[src/rtl/pcileech_sysctl_led.sv]
// System control: free-running tick counter, stretched core reset,
// per-channel LED modes with a power-on blink overlay.
module pcileech_sysctl_led #(
   parameter int NUM_LED          = 2,
   parameter int RST_HOLD_CYCLES  = 64,
   parameter int STRETCH_BITS     = 22,
   parameter int BLINK_BIT        = 24,
   parameter int PWRON_BLINK_BIT  = 24,
   parameter int PWRON_WINDOW_BIT = 27
) (
   input  logic                   clk,
   input  logic                   rst,
   output logic [63:0]            tickcount64,
   output logic                   rst_out,
   output logic                   rst_out_n,
   input  logic [2*NUM_LED-1:0]   led_mode,
   input  logic [NUM_LED-1:0]     led_level,
   input  logic [NUM_LED-1:0]     led_act,
   input  logic                   pwron_en,
   output logic [NUM_LED-1:0]     led_out
);

   localparam int HW = $clog2(RST_HOLD_CYCLES + 1);
   localparam logic [HW-1:0] HOLD = HW'(RST_HOLD_CYCLES);
   localparam logic [31:0] STR_MAX = 32'((64'd1 << STRETCH_BITS) - 64'd1);

   logic [63:0]        tick_q, tick_d;
   logic [HW-1:0]      hold_q, hold_d;
   logic               rst_out_q, rst_out_d;
   logic               pdone_q, pdone_d;
   logic [31:0]        cnt_q [NUM_LED];
   logic [31:0]        cnt_d [NUM_LED];
   logic [NUM_LED-1:0] led_q, led_d;
   logic [NUM_LED-1:0] raw;
   logic               pwron;

   always_comb begin
      tick_d    = tick_q + 64'd1;
      hold_d    = (hold_q < HOLD) ? hold_q + HW'(1) : hold_q;
      rst_out_d = (hold_q < HOLD);
      // Sticky so the overlay cannot return after the counter wraps.
      pdone_d   = pdone_q | (tick_q[63:PWRON_WINDOW_BIT] != '0);
      pwron     = pwron_en & tick_q[PWRON_BLINK_BIT] &
                  (tick_q[63:PWRON_WINDOW_BIT] == '0) & ~pdone_q;
      raw       = '0;
      led_d     = '0;
      for (int i = 0; i < NUM_LED; i++) begin
         if (led_act[i])
            cnt_d[i] = STR_MAX;
         else if (cnt_q[i] != 32'd0)
            cnt_d[i] = cnt_q[i] - 32'd1;
         else
            cnt_d[i] = cnt_q[i];
         unique case (led_mode[2*i +: 2])
            2'b00: raw[i] = 1'b0;
            2'b01: raw[i] = led_level[i];
            2'b10: raw[i] = (cnt_q[i] != 32'd0);
            2'b11: raw[i] = tick_q[BLINK_BIT];
         endcase
         led_d[i] = raw[i] ^ pwron;
      end
   end

   always_ff @(posedge clk) begin
      if (rst) begin
         tick_q    <= '0;
         hold_q    <= '0;
         rst_out_q <= 1'b1;
         pdone_q   <= 1'b0;
         led_q     <= '0;
         for (int i = 0; i < NUM_LED; i++) cnt_q[i] <= '0;
      end else begin
         tick_q    <= tick_d;
         hold_q    <= hold_d;
         rst_out_q <= rst_out_d;
         pdone_q   <= pdone_d;
         led_q     <= led_d;
         for (int i = 0; i < NUM_LED; i++) cnt_q[i] <= cnt_d[i];
      end
   end

   assign tickcount64 = tick_q;
   assign rst_out     = rst_out_q;
   assign rst_out_n   = ~rst_out_q;
   assign led_out     = led_q;

endmodule

[config.mk]
export PLATFORM = sky130hd
export DESIGN_NAME = pcileech_sysctl_led
export DESIGN_NICKNAME = d
export VERILOG_FILES = /design/src/rtl/pcileech_sysctl_led.sv
export SDC_FILE = /design/constraint.sdc
export NUM_CORES = 1
export LEC_CHECK = 0
export CORE_MARGIN = 5
export CORE_UTILIZATION = 51
export CTS_CLUSTER_DIAMETER = 120
export DETAILED_ROUTE_END_ITERATION = 10
export HOLD_SLACK_MARGIN = 0.1
export PLACE_DENSITY = 0.82
export SLEW_MARGIN = 20
export SYNTH_ARGS = -nofsm -noshare
export SYNTH_HDL_FRONTEND = slang
export SYNTH_SLANG_ARGS = --single-unit
[constraint.sdc]
create_clock -name clk -period 2.69 [get_ports clk]
set_clock_uncertainty 0.2 [all_clocks]
set_input_delay 0.269 -clock clk [delete_from_list [all_inputs] [get_ports clk]]
set_output_delay 0.269 -clock clk [all_outputs]
set_load 0.03 [all_outputs]
# ---- Word-level counts from Yosys, hierarchy flattened
# Memories as Yosys holds them, arrays and structs flattened.
# Index checks and enable logic that the tools add are counted.
# W data, S select, Z words.
dict set report totals {
  reg_bits 75
  mem_bits_rw 64
  in_bits 11
  out_inout_bits 68
  word_cells 44
  mem_count 1
}
dict set report classes {
  n_addsub 4
  order_cmp 1
  n_eq_ne 6
  mux 11
  n_bitwise 10
  n_reduce_logical 6
}
# name depth width rd rd_ports_with_merged_regs write_ports line
set memory_table {}
lappend memory_table {cnt_q 2 32 2 0 2 31} ;# logic [31:0] cnt_q [NUM_LED];
# cell n
set ops {}
lappend ops {{$mux W32} 6}
lappend ops {{$add A64 B1 Y64 const B} 1}
lappend ops {{$reduce_bool A32 Y1} 2}
lappend ops {{$sub A32 B1 Y32 const B} 2}
lappend ops {{$logic_not A37 Y1} 1}
lappend ops {{$reduce_bool A37 Y1} 1}
lappend ops {{$eq A2 B2 Y1 const B} 4}
lappend ops {{$pmux W1 S4} 2}
lappend ops {{$add A7 B1 Y7 const B} 1}
lappend ops {{$lt A7 B7 Y1 const B} 1}
lappend ops {{$eq A2 B1 Y1 const B} 2}
lappend ops {{$logic_not A2 Y1} 2}
lappend ops {{$and A1 B1 Y1} 3}
lappend ops {{$mux W1} 3}
lappend ops {{$or A1 B1 Y1} 3}
lappend ops {{$not A1 Y1} 2}
lappend ops {{$xor A1 B1 Y1} 2}

# ---- Depth between registers and ports, before layout
# Gate-level depths: netlist of run 1.
dict set report depth {
  depth_word 4
  ltp_mapped 8
  ltp_nobuf 7
}

# ---- Worst setup path before layout of run 1
# Ideal clock, no wire load.
dict set report synth_timing {
  kind {register to register}
  startpoint {memory cnt_q[0][15]}
  endpoint {memory cnt_q[0][31]}
  setup_time_ns 0.072
  arrival_ns 2.479
  t_required_ns 2.418
  slack_ns -0.061
  stages_incl_launch_ff 7
  n_path_buf 1
  period_less_slack_ns 2.751
  cell_sequence {dfxtp_1 > or4_4 > or4_4 > or4_1 > clkbuf_2 > or4_1 > a21oi_1}
}
# element line
set synth_lines {}
lappend synth_lines {{from (decl)} 31}

==> results of run 1 <==
-- layer usage --
| layer | share of wire, % | up-vias | global-route usage (%) |
|---|---|---|---|
| li1 | - | 3276 | - |
| met1 | 43 | 3070 | 27.7 |
| met5 | 0 | - | 0 |
| met3 | 6.9 | 32 | 6.01 |
| met2 | 49 | 216 | 36.0 |
| met4 | 1.5 | 0 | 6.82 |
-- Yosys cell counts, drive strengths merged, types with 23 or more instances --
master	instances	area [um2]
nand4	30	188
nor4	33	213
nor2	65	244
o31ai	29	218
or4	38	294
xor2	27	236
a21oi	65	325
o21ai	38	190
nand3	39	195
nand2	47	176
dfxtp	139	2780
inv	23	86.3
a31oi	30	188
or3	50	315
clkbuf	33	125
-- registers in the layout (all words and copies together), names as in the netlist --
name         flops
rst_out          1
tickcount64     64
hold_q           7
cnt_q           64
pdone_q          1
led_out          2
-- power by group --
group          internal (mW)  total [mW]  switching (mW)
Clock                   1.47        2.34           0.870
Combinational          0.149       0.351           0.202
Sequential              2.12        2.19          0.0658
-- worst max path at each step --
stage / to / slack [ns] / depth (start not counted)
6_report: cnt_q[0][31]$_SDFFE_PP0P_ / 0.08 / 5
3_5_place_dp: cnt_q[0][31]$_SDFFE_PP0P_ / -0.02 / 5
2_1_floorplan: cnt_q[0][31]$_SDFFE_PP0P_ / -0.02 / 6
3_3_place_gp: cnt_q[0][31]$_SDFFE_PP0P_ / 0.00002 / 5
5_1_grt: tickcount64[58]$_SDFF_PP0_ / -0.01 / 7
4_1_cts: cnt_q[0][31]$_SDFFE_PP0P_ / 0.03 / 5
-- repair_timing --
item,CTS,global route
hold buffers,1,0
endpoints found under the setup margin,1,11
gates resized for setup,1,5
endpoints found under the hold margin,2,0
pin swaps,0,2
setup buffers,0,0
-- cells by family (layout without fill, tap and decap cells) --
logic type | count (synthesis) | in the layout | synth area share, %
and+or+nand+nor | 367 | 367 | 30.6
buffers and inverters | 58 | 171 | 3.25
DFF | 139 | 139 | 41.3
muxes | 6 | 6 | 0.892
AOI/OAI and AO/OA | 190 | 190 | 17.2
xor gates and xnor gates | 44 | 44 | 5.72
adders and majority gates | 6 | 6 | 1.11
-- cell type report --
| class | instances | share of cell area [%] |
|---|---|---|
| multi-input combinational | 613 | 44.1 |
| clock inverter | 10 | 1.70 |
| clock buffer | 20 | 5.23 |
| inverter | 24 | 1.06 |
| tap | 176 | 2.58 |
| timing repair buffer | 117 | 12.7 |
| sequential | 139 | 32.6 |
-- stage by stage --
| stage | setup WS [ns] | utilization, % | instances |
|---|---|---|---|
| 2_1_floorplan | -0.0232 | - | 810 |
| 3_3_place_gp | 0.0000211 | 60.4 | 1068 |
| 3_5_place_dp | -0.0170 | 60.4 | 1068 |
| 4_1_cts | 0.0304 | 65.0 | 1099 |
| 5_1_grt | -0.00962 | 65.3 | 1099 |
| 6_report | 0.0844 | 65.3 | 1099 |
-- worst reg2reg max path, stage by stage, from the launching register on --
cell and delay (ns):
dfxtp_1 0.31, or4_4 0.54, or4_4 0.43, or4_4 0.46
or4_1 0.48, a21oi_1 0.12
==> metrics.cfg, run 1 <==
[worst_setup_path]
critPathArrivalTime_ns=2.75
max_stage_delay_ns=0.54
reg2reg_depth=5
startpoint=cnt_q[0][18]$_SDFFE_PP0P_
crit_slowest_cell=or4_4
worstReg2RegStart=cnt_q[0][18]$_SDFFE_PP0P_
worstPathRequired_ns=2.84
worstReg2RegEnd=cnt_q[0][31]$_SDFFE_PP0P_
end_kind=flip-flop
path_class=reg -> reg
reg2reg_slack_ns=0.08
path_max_fanout=5
cpMostUsedCell=or4_4
path_cells=or4_4 -> or4_4 -> or4_4 -> or4_1 -> a21oi_1
start_kind=flip-flop
crit_family=simple AND/OR/NAND/NOR gates
path_buf_inv=0

[placement]
placed_cell_area_mm2=0.00790
gp_congestion=0.843
dp_hpwl_mm=11.6
io_buffers=78

[sta]
fmax_ghz=0.384
setup_viol=0
final.min_clock_period_ns=2.61
whs_ns=0.287
finalSetupTns_ns=0
drv_slew=0
tightest_slew_ns=0.752
maxSlewHeadroom_pct=49.9
finalHoldViolCount=0
fin_crit_sh_pct=96.9

[final_layout]
area.growth.synth_to_final_pct=26.7
most-common-layout-cells=dfxtp_1, clkdlybuf4s50_1, nor2_1, a21oi_1, or3_1
final_nets=929
seqCellArea_mm2=0.00278
num_antenna_cells=0
drive_above_1_share_pct=9.75
stdcell_area_mm2=0.00854
multi_input_area_mm2=0.00377
layout_commonest_cell=dfxtp_1
nFillCells=1082

[min_path]
min_path_cells=2
hold_class=reg -> reg
min_from=cnt_q[0][54]$_SDFFE_PP0P_
hold_path_end=cnt_q[0][54]$_SDFFE_PP0P_

[drt]
antenna_left=0
routedWlPerCell_um=15.6
drtIter0Drc=492
vias_per_cell=6.00
vias=6594
first_pass_iters=5
routed_wl_mm=17.1
route.detailed.drc=0

[grt]
antenna_found_initial=0
grt_max_degree=75
grt_pass1_wl_mm=28.8
grt_pass1_vias=6109
grtUsageTotal_pct=21.7
grt_overflow=0

[power_and_ir_drop]
p_leak_nw=2.86
peakVddDrop_mv=0.387
p_per_area_mw_per_mm2=572
total_power_mw=4.88

[clocking]
cts_buffers=17
cts_buffer_depth=2
cts_sinks=139
cts_tree=yes
clk_pin_slew_worst_paths_ns=0.06
cts-root-buf=clkbuf_16
cts.htree.levels=4
clock_latency_ns=0.42

[logic_synthesis]
yosysWarnings=0
syn_avg_cell_area_um2=8.32
synth_nets=827
yosysUniqueCellTypes=52
yosysSeqAreaShare_pct=41.3
netlist_area_mm2=0.00674
synth_edf_count=0
ys_ff_latch=139
ys_async_sr_fraction_pct=0
synthCells=810
dominantRegCellSynth=dfxtp_1

[run_status]
outcome=complete, no violations

[floorplan]
chipHeight_um=125
die-area_mm2=0.0156
num_rows=42
initial_core_util_pct=51.5
die_w_um=125
core_area_mm2=0.0131
ioPinCount=79

[run]
drv_cap=0

(Power assumes the default switching activity.)
==> run 2, diff against run 1 <==
--- a/config.mk
+++ b/config.mk
@@ -11,7 +11,6 @@
 export DETAILED_ROUTE_END_ITERATION = 10
 export HOLD_SLACK_MARGIN = 0.1
 export PLACE_DENSITY = 0.82
-export SLEW_MARGIN = 20
 export SYNTH_ARGS = -nofsm -noshare
 export SYNTH_HDL_FRONTEND = slang
 export SYNTH_SLANG_ARGS = --single-unit
==> results of run 2 <==
Same layout as run 1: the final DEF is identical, and so are final timing and power.
==> run 3, diff against run 2 <==
==> constraint.sdc (replaced) <==
create_clock -name clk -period 2.69 [get_ports clk]
set_clock_uncertainty 0.2 [all_clocks]
set_input_delay 0.4035 -clock clk [delete_from_list [all_inputs] [get_ports clk]]
set_output_delay 0.4035 -clock clk [all_outputs]
set_load 0.03 [all_outputs]
==> run 3 against run 2 <==
  * Die area is the same
  * Hold slack worse by 0.039 ns
  * Highest routed layer unchanged
  * Count of clock-buffer cells in the layout rose by 3
  * Setup slack got worse by 0.0088 ns
  * Combinational power rose by 3%
  * Global-route usage about the same
  * Register-to-register slack about the same
  * Non-clock buffer count rose by 3
  * Total power hardly changed
==> metrics.cfg, run 3 (same netlist as run 1, synthesis figures left out) <==
[run_status]
outcome=complete, no violations  ; unchanged

[clocking]
cts_buffers=17  ; unchanged
clk_pin_slew_worst_paths_ns=0.06  ; about the same
cts_tree=yes  ; unchanged
cts.htree.levels=4  ; unchanged
clock_latency_ns=0.41  ; was 0.42 ns
holdBufCountCts=0  ; was 1
cts-root-buf=clkbuf_16  ; unchanged
cts_sinks=139  ; unchanged
cts_buffer_depth=2  ; unchanged

[grt]
antenna_found_initial=0  ; unchanged
grt.busiest_layer=met2  ; unchanged
grt_max_degree=81  ; was 75
use_met3_pct=5.76  ; was 6.01%
use_met2_pct=36.9  ; was 36.0%
grt_pass1_vias=6157  ; was 6109
grtUsageTotal_pct=21.7  ; about the same
grt_pass1_wl_mm=29.2  ; was 28.8 mm
grt_overflow=0  ; unchanged
grt_util_met1_pct=27.4  ; was 27.7%

[power_and_ir_drop]
peakVddDrop_mv=0.447  ; was 0.387 mV
p_per_area_mw_per_mm2=570  ; was 572 mW/mm2
p_int_mw=3.77  ; was 3.74 mW
p_leak_nw=2.88  ; was 2.86 nW
p_switching_mw=1.11  ; was 1.14 mW
total_power_mw=4.88  ; about the same
power.share.clock_pct=47.8  ; was 48.0%
p_sw_share_pct=22.8  ; was 23.3%
power_frac_seq_pct=44.8  ; about the same
comb_power_share_pct=7.4  ; was 7.2%

[worst_setup_path]
start_kind=flip-flop  ; unchanged
worstReg2RegStart=cnt_q[0][18]$_SDFFE_PP0P_  ; unchanged
reg2reg_slack_ns=0.08  ; about the same
path_max_fanout=5  ; unchanged
worstPathRequired_ns=2.83  ; was 2.84 ns
startpoint=cnt_q[0][18]$_SDFFE_PP0P_  ; unchanged
path_class=reg -> reg  ; unchanged
end_kind=flip-flop  ; unchanged
critPathArrivalTime_ns=2.75  ; about the same
worstReg2RegEnd=cnt_q[0][31]$_SDFFE_PP0P_  ; unchanged
reg2reg_depth=5  ; unchanged

[final_layout]
layout_commonest_cell=dfxtp_1  ; unchanged
final_nets=932  ; was 929
area.growth.synth_to_final_pct=27.2  ; was 26.7%
drive_above_1_share_pct=10.0  ; was 9.75%
num_antenna_cells=0  ; unchanged
most-common-layout-cells=dfxtp_1, clkdlybuf4s50_1, nor2_1, a21oi_1, or3_1  ; unchanged

[sta]
tightest_slew_ns=0.614  ; was 0.752 ns
maxSlewHeadroom_pct=58.7  ; was 49.9%
final.min_clock_period_ns=2.61  ; about the same
setup_viol=0  ; unchanged
drv_slew=0  ; unchanged
finalSetupTns_ns=0  ; unchanged
fmax_ghz=0.382  ; was 0.384 GHz
fin_crit_sh_pct=97.2  ; was 96.9%
finalHoldViolCount=0  ; unchanged
final.setup.worst_slack_ns=0.0756  ; was 0.0844 ns

[placement]
dp_hpwl_mm=11.6  ; about the same
gp_congestion=0.878  ; was 0.843
post-place-ws_ns=-0.0226  ; was -0.0170 ns
io_buffers=78  ; unchanged

[drt]
antenna_left=0  ; unchanged
drtIter0Drc=479  ; was 492
vias=6683  ; was 6594
routed_wl_mm=17.3  ; was 17.1 mm
vias_per_cell=6.06  ; was 6.00
route.detailed.drc=0  ; unchanged
first_pass_iters=6  ; was 5
routedWlPerCell_um=15.7  ; was 15.6 um

[floorplan]
die_w_um=125  ; unchanged
ioPinCount=79  ; unchanged
num_rows=42  ; unchanged
die-area_mm2=0.0156  ; unchanged
chipHeight_um=125  ; unchanged
initial_core_util_pct=51.5  ; unchanged
core_area_mm2=0.0131  ; unchanged

[min_path]
min_path_cells=2  ; unchanged
hold_class=in -> reg  ; was reg -> reg
min_from=rst  ; was cnt_q[0][54]$_SDFFE_PP0P_
hold_path_end=cnt_q[0][32]$_SDFFE_PP0P_  ; was cnt_q[0][54]$_SDFFE_PP0P_

[run]
drv_cap=0  ; unchanged

## run 3: cell count changes in the layout (fill, tap and decap cells not counted), sizes merged
cell | previous run | this run
clkinv | 6 | 4
clkinvlp | 2 | 1
dlygate4sd3 | 1 | 0
buf | 39 | 43
clkbuf | 20 | 23
## run 3: per-stage QoR
| step | instance area, um2 | hold slack [ns] | util [%] | std cells |
|---|---|---|---|---|
| after floorplan | 6740 | 0.225 | - | 810 |
| after global placement | 7940 | 0.259 | 60.7 | 1071 |
| after detailed placement | 7940 | 0.278 | 60.7 | 1071 |
| after CTS | 8530 | 0.232 | 65.2 | 1101 |
| after global routing | 8570 | 0.253 | 65.5 | 1102 |
| final | 8570 | 0.248 | 65.5 | 1102 |
## run 3: routing by layer
layer  wire (um)  part of all wire, %
met5           0                    0
met4         255                  1.5
met3         930                  5.4
met2        8520                   49
met1        7640                   44
## run 3: power by group through the flow
stage	Combinational [mW]	Clock, mW	Sequential, mW
finish	0.360	2.34	2.19
global route	0.398	2.45	2.20
CTS	0.356	2.36	2.19
detailed placement	0.352	0	2.23
global placement	0.345	0	2.23
floorplan	0.223	0	2.23
## run 3: how the worst max path moves through the flow
| stage | to | slack (ns) | cells past startpoint |
|---|---|---|---|
| after CTS | cnt_q[0][31]$_SDFFE_PP0P_ | 0.02 | 5 |
| after global placement | cnt_q[0][31]$_SDFFE_PP0P_ | -0.002 | 5 |
| after floorplan | cnt_q[0][31]$_SDFFE_PP0P_ | -0.02 | 6 |
| after detailed placement | cnt_q[0][31]$_SDFFE_PP0P_ | -0.02 | 5 |
| after global routing | tickcount64[58]$_SDFF_PP0_ | -0.04 | 7 |
| final | cnt_q[0][31]$_SDFFE_PP0P_ | 0.08 | 5 |
## run 3: cell type report
cell class,count,area [um2]
clock buffers,23,468
clock inverters,7,116
fillers,1076,4520
inverters,24,90.1
multi-input cells,613,3770
flip-flops and latches,139,2780
well taps,176,220
repair buffers,120,1120
## run 3: repair_timing
item	4_1_cts	5_1_grt
cloned	0	0
setup buffers	0	1
setup endpoints to repair	1	10
gates resized for setup	1	8
pin swaps	0	2
## run 3: critical path: stages, from the launching register on
cell and delay [ns]:
dfxtp_1 0.32, or4_4 0.53, or4_4 0.43, or4_4 0.46
or4_4 0.49, a21oi_2 0.11
